**src/rtl/place_pkg.sv**
```systemverilog
// Shared placement constants and types: strike code, strip y-base table and decode helper.
package place_pkg;

    typedef logic [3:0] strip_id_t;
    typedef logic [7:0] index_t;

    localparam index_t STRIKE_IDX = 8'd128;
    localparam int     NUM_STRIPS = 13;

    localparam index_t STRIP_Y_BASE [1:NUM_STRIPS] = '{
        8'd0,  8'd8,  8'd16, 8'd25, 8'd32, 8'd42, 8'd48,
        8'd59, 8'd64, 8'd76, 8'd80, 8'd96, 8'd112
    };

    typedef struct packed {
        strip_id_t strip_id;
        index_t    width;
        logic      strike;
        logic      invalid;
    } result_t;

    // Strike code wins over the table; anything unmatched is flagged invalid.
    function automatic result_t decode_place(input index_t x, input index_t y,
                                             input logic hit, input strip_id_t id);
        result_t r;
        r = '0;
        if ((x == STRIKE_IDX) && (y == STRIKE_IDX)) begin
            r.strike = 1'b1;
        end else if (hit && (x < STRIKE_IDX)) begin
            r.strip_id = id;
            r.width    = x;
        end else begin
            r.invalid = 1'b1;
        end
        return r;
    endfunction

endpackage

```
**src/rtl/strip_y_lookup.sv**
```systemverilog
// Combinational y -> strip ID lookup against the exact base table.
module strip_y_lookup
    import place_pkg::*;
(
    input  index_t    y,
    output logic      hit,
    output strip_id_t strip_id
);

    // Exact-match scan; bases are unique so at most one entry hits.
    always_comb begin
        hit      = 1'b0;
        strip_id = 4'd0;
        for (int i = 1; i <= NUM_STRIPS; i++) begin
            if (y == STRIP_Y_BASE[i]) begin
                hit      = 1'b1;
                strip_id = strip_id_t'(i);
            end else begin
                hit      = hit;
            end
        end
    end

endmodule

```
**config.mk**
```make
export PLATFORM = sky130hd
export DESIGN_NAME = strip_y_lookup
export DESIGN_NICKNAME = d
export VERILOG_FILES = /design/src/rtl/place_pkg.sv /design/src/rtl/strip_y_lookup.sv
export SDC_FILE = /design/constraint.sdc
export NUM_CORES = 1
export LEC_CHECK = 0
export CAP_MARGIN = 20
export CORE_AREA = 5 5 42 44
export DETAILED_ROUTE_END_ITERATION = 10
export DIE_AREA = 0 0 47 49
export GPL_TIMING_DRIVEN = 0
export PLACE_DENSITY = 0.44
export SLEW_MARGIN = 5
export SYNTH_ARGS = -nofsm -noshare
export SYNTH_HDL_FRONTEND = slang
export SYNTH_SLANG_ARGS = --single-unit
```
**constraint.sdc**
```tcl
create_clock -name vclk -period 1.1
set_clock_uncertainty 0.2 [all_clocks]
set_input_delay 0.165 -clock vclk [all_inputs]
set_output_delay 0.165 -clock vclk [all_outputs]
set_load 0.01 [all_outputs]
```
Word level (Yosys, flattened, before mapping)
Cells that the tools add are included.
Widths: inputs -> output; s select.
- equality and inequality tests: 12
- reductions and logical operators: 1
- mux-type cells: 26
- operators by type and width (operator ; number):
    $mux 4 ; 12
    $eq 8x7->1 const B ; 5
    $eq 8x6->1 const B ; 4
    $eq 8x5->1 const B ; 2
    $mux 1 ; 14
    $eq 8x4->1 const B ; 1
    $logic_not 8->1 ; 1
- output and inout port bits: 5
- word-level logic and storage cells: 39
- input bits: 8
- bits in registers: 0

Longest topological paths before layout
Gate-level depths: netlist (run 1).
- word-level depth: 14
- mapped depth: 5
- mapped depth without buffers: 4

Least setup slack after synthesis (run 1)
OpenSTA, ideal clock, no wires.
- kind: input port to output port
- from: in y[1]
- to: out hit
- data required time: 0.735 ns
- arrival time: 0.951 ns
- path slack: -0.216 ns
- cell stages on the path: 5
- path buffers: 1
- path through: buf_6 -> or2_1 -> a211oi_2 -> o21ai_1 -> o2111ai_1
- cells in the longest elaborated chain, start to end: 14
- elaborated cells on any way between the ends: 26
- classes of those cells: 12 x eq/ne; 13 x mux; 1 x reduce/logical
- RTL lines (what ; RTL line ; source):
    start: declaration ; strip_y_lookup.sv:5 ; input index_t y,
    $logic_not 8->1 ; strip_y_lookup.sv:15 ; if (y == STRIP_Y_BASE[i]) begin
    $mux 1 (12 in series) ; strip_y_lookup.sv:15 ;
    $mux 1 (*) ; strip_y_lookup.sv:15 ;
    end: declaration ; strip_y_lookup.sv:6 ; output logic hit,
Mark *: on every way between the ends. The rest lies on a longest branch, timed or not.

Worst setup path in the final report (run 1)
- from: in y[6]
- to: out hit
The elaborated chain is that of the path after synthesis.

==> impl_metrics.xml, run 1 <==
<?xml version="1.0" encoding="UTF-8"?>
<metrics>
  <group name="finish">
    <metric name="regArea" unit="um^2">0</metric>
    <metric name="nets" unit="">59</metric>
    <metric name="flow.area_growth_from_synthesis" unit="%">138</metric>
    <metric name="n_sequential_cell" unit="">0</metric>
    <metric name="fillers" unit="">159</metric>
    <metric name="layout.clock_buffers" unit="">0</metric>
    <metric name="antennaDiodeCount" unit="">0</metric>
    <metric name="post_route_cells_drive_above_1_share" unit="%">67.3</metric>
  </group>
  <group name="critical_path">
    <metric name="timing.critical_path.required" unit="ps">730</metric>
    <metric name="critical-path-slowest-cell" unit="">sky130_fd_sc_hd__or3_4</metric>
    <metric name="start_kind" unit="">primary input</metric>
    <metric name="critPathArrivalTime" unit="ps">1100</metric>
    <metric name="crit_path_max_incr_delay" unit="ps">410</metric>
    <metric name="timing.critical_path.cells" unit="">buf_8 &gt; or3_4 &gt; nor2_4 &gt; a31oi_4 &gt; o2111ai_2 &gt; buf_2</metric>
    <metric name="critPathCaptureType" unit="">output pin</metric>
    <metric name="path_max_fanout" unit="">2</metric>
    <metric name="crit_type" unit="">primary input to output pin</metric>
  </group>
  <group name="drt">
    <metric name="drt_first_pass_iters" unit="">2</metric>
    <metric name="routed_wire_length_per_instance" unit="um">11.8</metric>
    <metric name="detailedRoute.firstIterationViolations" unit="">1</metric>
    <metric name="via_count" unit="">300</metric>
    <metric name="ant_nets" unit="">0</metric>
    <metric name="detail_route.vias_per_cell" unit="">4.62</metric>
    <metric name="route.final.wire_length" unit="um">766</metric>
    <metric name="drcViolationCount" unit="">0</metric>
  </group>
  <group name="die">
    <metric name="die-area" unit="um^2">2300</metric>
    <metric name="floorplan.core_area" unit="um^2">1400</metric>
    <metric name="die_height" unit="um">49</metric>
    <metric name="ports" unit="">13</metric>
    <metric name="floorplan.die.width" unit="um">47</metric>
    <metric name="std_cell_rows" unit="">14</metric>
    <metric name="floorplan.initialDensity" unit="%">14.0</metric>
  </group>
  <group name="global_route">
    <metric name="grt_pass1_vias" unit="">294</metric>
    <metric name="grt_max_degree" unit="">8</metric>
    <metric name="overflow" unit="">0</metric>
    <metric name="grt_first_pass_wirelength" unit="um">1250</metric>
    <metric name="grt_util_all_layers" unit="%">6.74</metric>
    <metric name="antenna_found_initial" unit="">0</metric>
  </group>
  <group name="yosys">
    <metric name="synth.yosys.warnings" unit="">0</metric>
    <metric name="synthTopCellsByArea" unit="">sky130_fd_sc_hd__nand3_1, sky130_fd_sc_hd__nand2_1, sky130_fd_sc_hd__a211oi_2</metric>
    <metric name="syn-instance-count" unit="">31</metric>
    <metric name="yosys.area_share.simple" unit="%">56.7</metric>
    <metric name="syn_nets" unit="">39</metric>
    <metric name="synth-compound-area-share" unit="%">29.3</metric>
    <metric name="post_synth_adder_cell_area" unit="%">0</metric>
    <metric name="synthDominantAreaCellType" unit="">sky130_fd_sc_hd__nand3_1</metric>
    <metric name="count_of_different_cell_masters_after_synthesis" unit="">22</metric>
    <metric name="post_synth.cell_area_avg" unit="um^2">6.34</metric>
    <metric name="dominant_combinational_cell_family_by_area_after_synthesis" unit="">simple AND/OR/NAND/NOR gates</metric>
    <metric name="ys_seq_area_share" unit="%">0</metric>
    <metric name="synth.cell_area" unit="um^2">196</metric>
    <metric name="post_synth_mux_area_share" unit="%">0</metric>
    <metric name="post-synth-top-area-fraction" unit="%">7.64</metric>
    <metric name="synthXorXnorAreaFrac" unit="%">4.46</metric>
  </group>
  <group name="placed_design">
    <metric name="place.detailed.hpwl" unit="um">550</metric>
    <metric name="placement.io_buffers" unit="">12</metric>
    <metric name="preCtsSetupSlack" unit="ps">-1270</metric>
    <metric name="place.gp.congestion" unit="">0.758</metric>
  </group>
  <group name="power">
    <metric name="power_leakage" unit="nW">0.195</metric>
    <metric name="switching_share" unit="%">48.7</metric>
    <metric name="internal_power" unit="mW">0.0667</metric>
    <metric name="power_frac_seq" unit="%">0</metric>
    <metric name="finalPower" unit="mW">0.130</metric>
    <metric name="power_frac_clock" unit="%">0</metric>
    <metric name="ir_drop" unit="V">0.000107</metric>
    <metric name="power.net_switching" unit="mW">0.0633</metric>
    <metric name="pwr_density_cell" unit="nW/um^2">279</metric>
    <metric name="pwr-share-comb" unit="%">100.0</metric>
  </group>
  <group name="sta">
    <metric name="final_min_period_over_clock_period" unit="%">133</metric>
    <metric name="maxSlewViolCount" unit="">0</metric>
    <metric name="setup_viol" unit="">5</metric>
    <metric name="timing_worst_slew_pin_value" unit="ps">237</metric>
    <metric name="max_clock_freq" unit="MHz">683</metric>
    <metric name="finalHoldViolations" unit="">0</metric>
    <metric name="rsz0062_at_grt" unit="">true</metric>
    <metric name="postLayoutSetupSlackWorst" unit="ps">-364</metric>
    <metric name="max_slew_margin" unit="%">84.1</metric>
    <metric name="final_hold_slack" unit="ps">507</metric>
    <metric name="post-route-min-period" unit="ps">1460</metric>
  </group>
  <group name="status">
    <metric name="failed_checks" unit="">negative setup slack</metric>
    <metric name="run_status" unit="">finished, violations left</metric>
  </group>
  <group name="clock_network">
    <metric name="cts_hold_buffers" unit="">0</metric>
  </group>
  <group name="min_path">
    <metric name="hold_path.class" unit="">primary input to output pin</metric>
  </group>
  <group name="run">
    <metric name="maxCapViolations" unit="">0</metric>
  </group>
</metrics>
-- per-layer routing --
layer	up-vias	GRT usage (%)	wire, um
met1	134	10.4	337
met3	0	0	27
li1	158	-	-
met5	-	0	0
met4	0	0	0
met2	8	10.9	401
-- cells by family (layout without fill, tap and decap cells) --
kind of cell,Yosys count,in the layout
compound gates,7,7
buf+inv,3,21
xor+xnor,1,1
simple gates,20,20
-- power groups by stage --
stage	sequential, mW	clock (mW)	combinational (mW)
after floorplan	0	0	0.0402
after global placement	0	0	0.0958
after detailed placement	0	0	0.0950
after CTS	0	0	0.108
after global routing	0	0	0.141
final	0	0	0.130
-- final timing paths --
path              start     endpoint  slack, ps  cells past startpoint
setup / recovery   y[6]          hit       -360                      6
hold / removal     y[7]  strip_id[0]        510                      4
-- cells in the mapped netlist --
library cell,n
sky130_fd_sc_hd__or3_1,1
sky130_fd_sc_hd__or2_1,1
sky130_fd_sc_hd__buf_6,1
sky130_fd_sc_hd__inv_1,2
sky130_fd_sc_hd__o2111ai_1,1
sky130_fd_sc_hd__and2b_1,1
sky130_fd_sc_hd__nand3b_1,1
sky130_fd_sc_hd__nor3b_1,1
sky130_fd_sc_hd__o311ai_1,1
sky130_fd_sc_hd__a31oi_1,2
sky130_fd_sc_hd__o311a_1,1
sky130_fd_sc_hd__a211oi_2,1
sky130_fd_sc_hd__nand4_1,1
sky130_fd_sc_hd__nand3_1,3
sky130_fd_sc_hd__and3_1,1
sky130_fd_sc_hd__nor3_2,1
sky130_fd_sc_hd__nand2_1,4
sky130_fd_sc_hd__nor2_1,2
sky130_fd_sc_hd__xnor2_1,1
sky130_fd_sc_hd__nor3_1,2
sky130_fd_sc_hd__nor4_1,1
sky130_fd_sc_hd__o21ai_1,1
-- layout by cell type (no fill, tap or decap), drive strengths merged, types with 2 or more instances in the layout --
cell   synthesis  routed
buf            1      19
inv            2       2
nor2           2       2
nand3          3       3
a31oi          2       2
nor3           3       3
nand2          4       4
-- cell type report --
type	count	area, um^2	area share, %
multi-input cells	28	275	59.0
inverters	2	7.51	1.61
plain buffers	1	20.0	4.29
repair buffers	18	144	30.8
well taps	16	20.0	4.29
-- worst max-delay path, delay by kind of cell --
| kind | cells | cell delay [ps] |
|---|---|---|
| simple gates | 2 | 520 |
| buf+inv | 2 | 250 |
| compound gates | 2 | 160 |
-- repair_timing --
action / CTS / global route
resized for setup: 62 / 13
setup endpoints to repair: 5 / 5
buffers inserted: 6 / 0
pin swaps: 11 / 10
-- per-stage QoR --
step                area, um^2  util [%]  cells  TNS (ps)
global route               467      33.3     65     -1750
detailed placement         365      26.1     59     -5900
global placement           365      26.1     59     -6120
finish                     467      33.3     65     -1470
CTS                        397      28.3     65     -1650
floorplan                  225         -     31      -478
Power figures use the tool's default switching activity.
==> inputs of run 2 (changes only) <==
- PLACE_DENSITY: 0.44 -> 0.43
- clock period: 1.1 -> 1.7 ns (I/O delays scaled with it)
==> run 2 against run 1 <==
Net effect:
- the run now ends clean
- sequential cell count unchanged
- sequential share of layout area unchanged
- critical path type unchanged
- first-iteration DRC count increased to 5.0 times the previous value
- critical path depth decreased by 2
- die area unchanged
- highest routed layer unchanged
- clock-buffer cell count unchanged
- non-clock buffer count decreased by 3
- routed wire length increased by 4.7%
- power decreased by 52%
==> impl_metrics.xml, run 2 (same netlist as run 1, synthesis figures left out) <==
<?xml version="1.0" encoding="UTF-8"?>
<metrics>
  <group name="die">
    <metric name="std_cell_rows" unit="">14</metric>
    <metric name="floorplan.core_area" unit="um^2">1400</metric>
    <metric name="die_height" unit="um">49</metric>
    <metric name="floorplan.die.width" unit="um">47</metric>
    <metric name="die-area" unit="um^2">2300</metric>
    <metric name="ports" unit="">13</metric>
    <metric name="floorplan.initialDensity" unit="%">14.0</metric>
  </group>
  <group name="finish">
    <metric name="fillers" unit="">171</metric>
    <metric name="nets" unit="">56</metric>
    <metric name="final_cell_mix" unit="">sky130_fd_sc_hd__buf_2, sky130_fd_sc_hd__nand2_1, sky130_fd_sc_hd__buf_6, sky130_fd_sc_hd__nand3_1, sky130_fd_sc_hd__buf_4</metric>
    <metric name="most_common_cell_after_layout_fill_and_taps_aside" unit="">sky130_fd_sc_hd__buf_2</metric>
    <metric name="post_route_cells_drive_above_1_share" unit="%">52.2</metric>
    <metric name="flow.area_growth_from_synthesis" unit="%">87.3</metric>
    <metric name="antennaDiodeCount" unit="">0</metric>
    <metric name="regArea" unit="um^2">0</metric>
    <metric name="layout.clock_buffers" unit="">0</metric>
    <metric name="layoutNonFillerInstCount" unit="">62</metric>
    <metric name="n_sequential_cell" unit="">0</metric>
  </group>
  <group name="global_route">
    <metric name="overflow" unit="">0</metric>
    <metric name="grt_util_all_layers" unit="%">7.09</metric>
    <metric name="grt_max_degree" unit="">9</metric>
    <metric name="grt_first_pass_wirelength" unit="um">1330</metric>
    <metric name="antenna_found_initial" unit="">0</metric>
    <metric name="grt_pass1_vias" unit="">302</metric>
  </group>
  <group name="drt">
    <metric name="routed_wire_length_per_instance" unit="um">12.9</metric>
    <metric name="drcViolationCount" unit="">0</metric>
    <metric name="ant_nets" unit="">0</metric>
    <metric name="route.final.wire_length" unit="um">802</metric>
    <metric name="drt_first_pass_iters" unit="">3</metric>
    <metric name="detailedRoute.firstIterationViolations" unit="">5</metric>
    <metric name="via_count" unit="">305</metric>
    <metric name="detail_route.vias_per_cell" unit="">4.92</metric>
  </group>
  <group name="sta">
    <metric name="timing_worst_slew_pin_value" unit="ps">248</metric>
    <metric name="rsz0062_at_grt" unit="">true</metric>
    <metric name="max_slew_margin" unit="%">83.3</metric>
    <metric name="maxSlewViolCount" unit="">0</metric>
    <metric name="postLayoutSetupSlackWorst" unit="ps">41.0</metric>
    <metric name="post-route-min-period" unit="ps">1660</metric>
    <metric name="max_clock_freq" unit="MHz">603</metric>
    <metric name="final_min_period_over_clock_period" unit="%">97.6</metric>
    <metric name="setup_viol" unit="">0</metric>
    <metric name="finalHoldViolations" unit="">0</metric>
  </group>
  <group name="placed_design">
    <metric name="place_inst" unit="">59</metric>
    <metric name="place.detailed.hpwl" unit="um">562</metric>
    <metric name="place.gp.congestion" unit="">0.724</metric>
    <metric name="placement.io_buffers" unit="">12</metric>
    <metric name="preCtsSetupSlack" unit="ps">-848</metric>
  </group>
  <group name="power">
    <metric name="power_frac_clock" unit="%">0</metric>
    <metric name="power.net_switching" unit="mW">0.0341</metric>
    <metric name="pwr_density_cell" unit="nW/um^2">171</metric>
    <metric name="internal_power" unit="mW">0.0288</metric>
    <metric name="switching_share" unit="%">54.3</metric>
    <metric name="pwr-share-comb" unit="%">100.0</metric>
    <metric name="ir_drop" unit="V">0.0000354</metric>
    <metric name="power_leakage" unit="nW">0.160</metric>
    <metric name="power_frac_seq" unit="%">0</metric>
  </group>
  <group name="min_path">
    <metric name="hold_path_startpoint" unit="">y[6]</metric>
    <metric name="worstHoldPathCells" unit="">4</metric>
    <metric name="min_to" unit="">strip_id[3]</metric>
    <metric name="hold_path.class" unit="">primary input to output pin</metric>
  </group>
  <group name="run">
    <metric name="maxCapViolations" unit="">0</metric>
  </group>
  <group name="status">
    <metric name="run_status" unit="">finished clean</metric>
  </group>
  <group name="critical_path">
    <metric name="path_max_fanout" unit="">4</metric>
    <metric name="timing.critical_path.cells" unit="">buf_6 &gt; or3_4 &gt; o311ai_2 &gt; buf_2</metric>
    <metric name="start_kind" unit="">primary input</metric>
    <metric name="worst-path-buf-inv" unit="">2</metric>
    <metric name="timing.critical_path.required" unit="ps">1240</metric>
    <metric name="critPathArrivalTime" unit="ps">1200</metric>
    <metric name="critical-path-slowest-cell" unit="">sky130_fd_sc_hd__or3_4</metric>
    <metric name="crit_type" unit="">primary input to output pin</metric>
    <metric name="crit_path_max_incr_delay" unit="ps">400</metric>
    <metric name="worst_path_dominant_cell_family" unit="">simple AND/OR/NAND/NOR gates</metric>
    <metric name="critPathCaptureType" unit="">output pin</metric>
  </group>
</metrics>
[run 2: worst min-delay path, stage by stage]
cell,delay [ps]
sky130_fd_sc_hd__buf_6,110
sky130_fd_sc_hd__nand4_1,60
sky130_fd_sc_hd__nand2_1,50
sky130_fd_sc_hd__buf_2,130
[run 2: timing repair]
item,4_1_cts,5_1_grt
resized for setup,50,9
endpoints found under the setup margin,5,3
hold buffers,0,0
pin swaps,8,3
cloned,0,0
buffers inserted,3,0
[run 2: metrics by stage]
step	util, %	TNS [ps]	cell area [um^2]	total power, mW	hold slack [ps]
global route	26.3	-29.5	368	0.0689	708
floorplan	-	0	196	0.0228	425
detailed placement	24.0	-3730	337	0.0570	1050
finish	26.3	0	368	0.0629	660
global placement	24.0	-3830	337	0.0576	1040
CTS	23.5	-4.78	329	0.0552	696
[run 2: worst max-delay path by stage]
stage	start	to	slack, ps	depth (start not counted)
floorplan	y[1]	hit	200	5
global placement	y[0]	strip_id[1]	-870	6
detailed placement	y[6]	hit	-850	6
CTS	y[2]	hit	-5	6
global route	y[7]	hit	-20	6
finish	y[7]	strip_id[1]	40	4
[run 2: layer usage]
layer | GRT usage [%] | vias up | part of all wire [%]
li1 | - | 151 | -
met1 | 10.2 | 151 | 40
met2 | 12.0 | 3 | 57
met3 | 0.369 | 0 | 2.9
met4 | 0 | 0 | 0
met5 | 0 | - | 0
[run 2: power groups by stage]
stage	clock network, mW	logic, mW	registers [mW]
2_1_floorplan	0	0.0228	0
6_report	0	0.0629	0
5_1_grt	0	0.0689	0
4_1_cts	0	0.0552	0
3_3_place_gp	0	0.0576	0
3_5_place_dp	0	0.0570	0
[run 2: area by class of cell]
cell class                 instances  area [um^2]  area share [%]
buffer                             1         11.3            3.06
inverter                           2         7.51            2.04
multi-input combinational         28          230            62.6
tap                               16         20.0            5.44
timing repair buffer              15         98.8            26.9
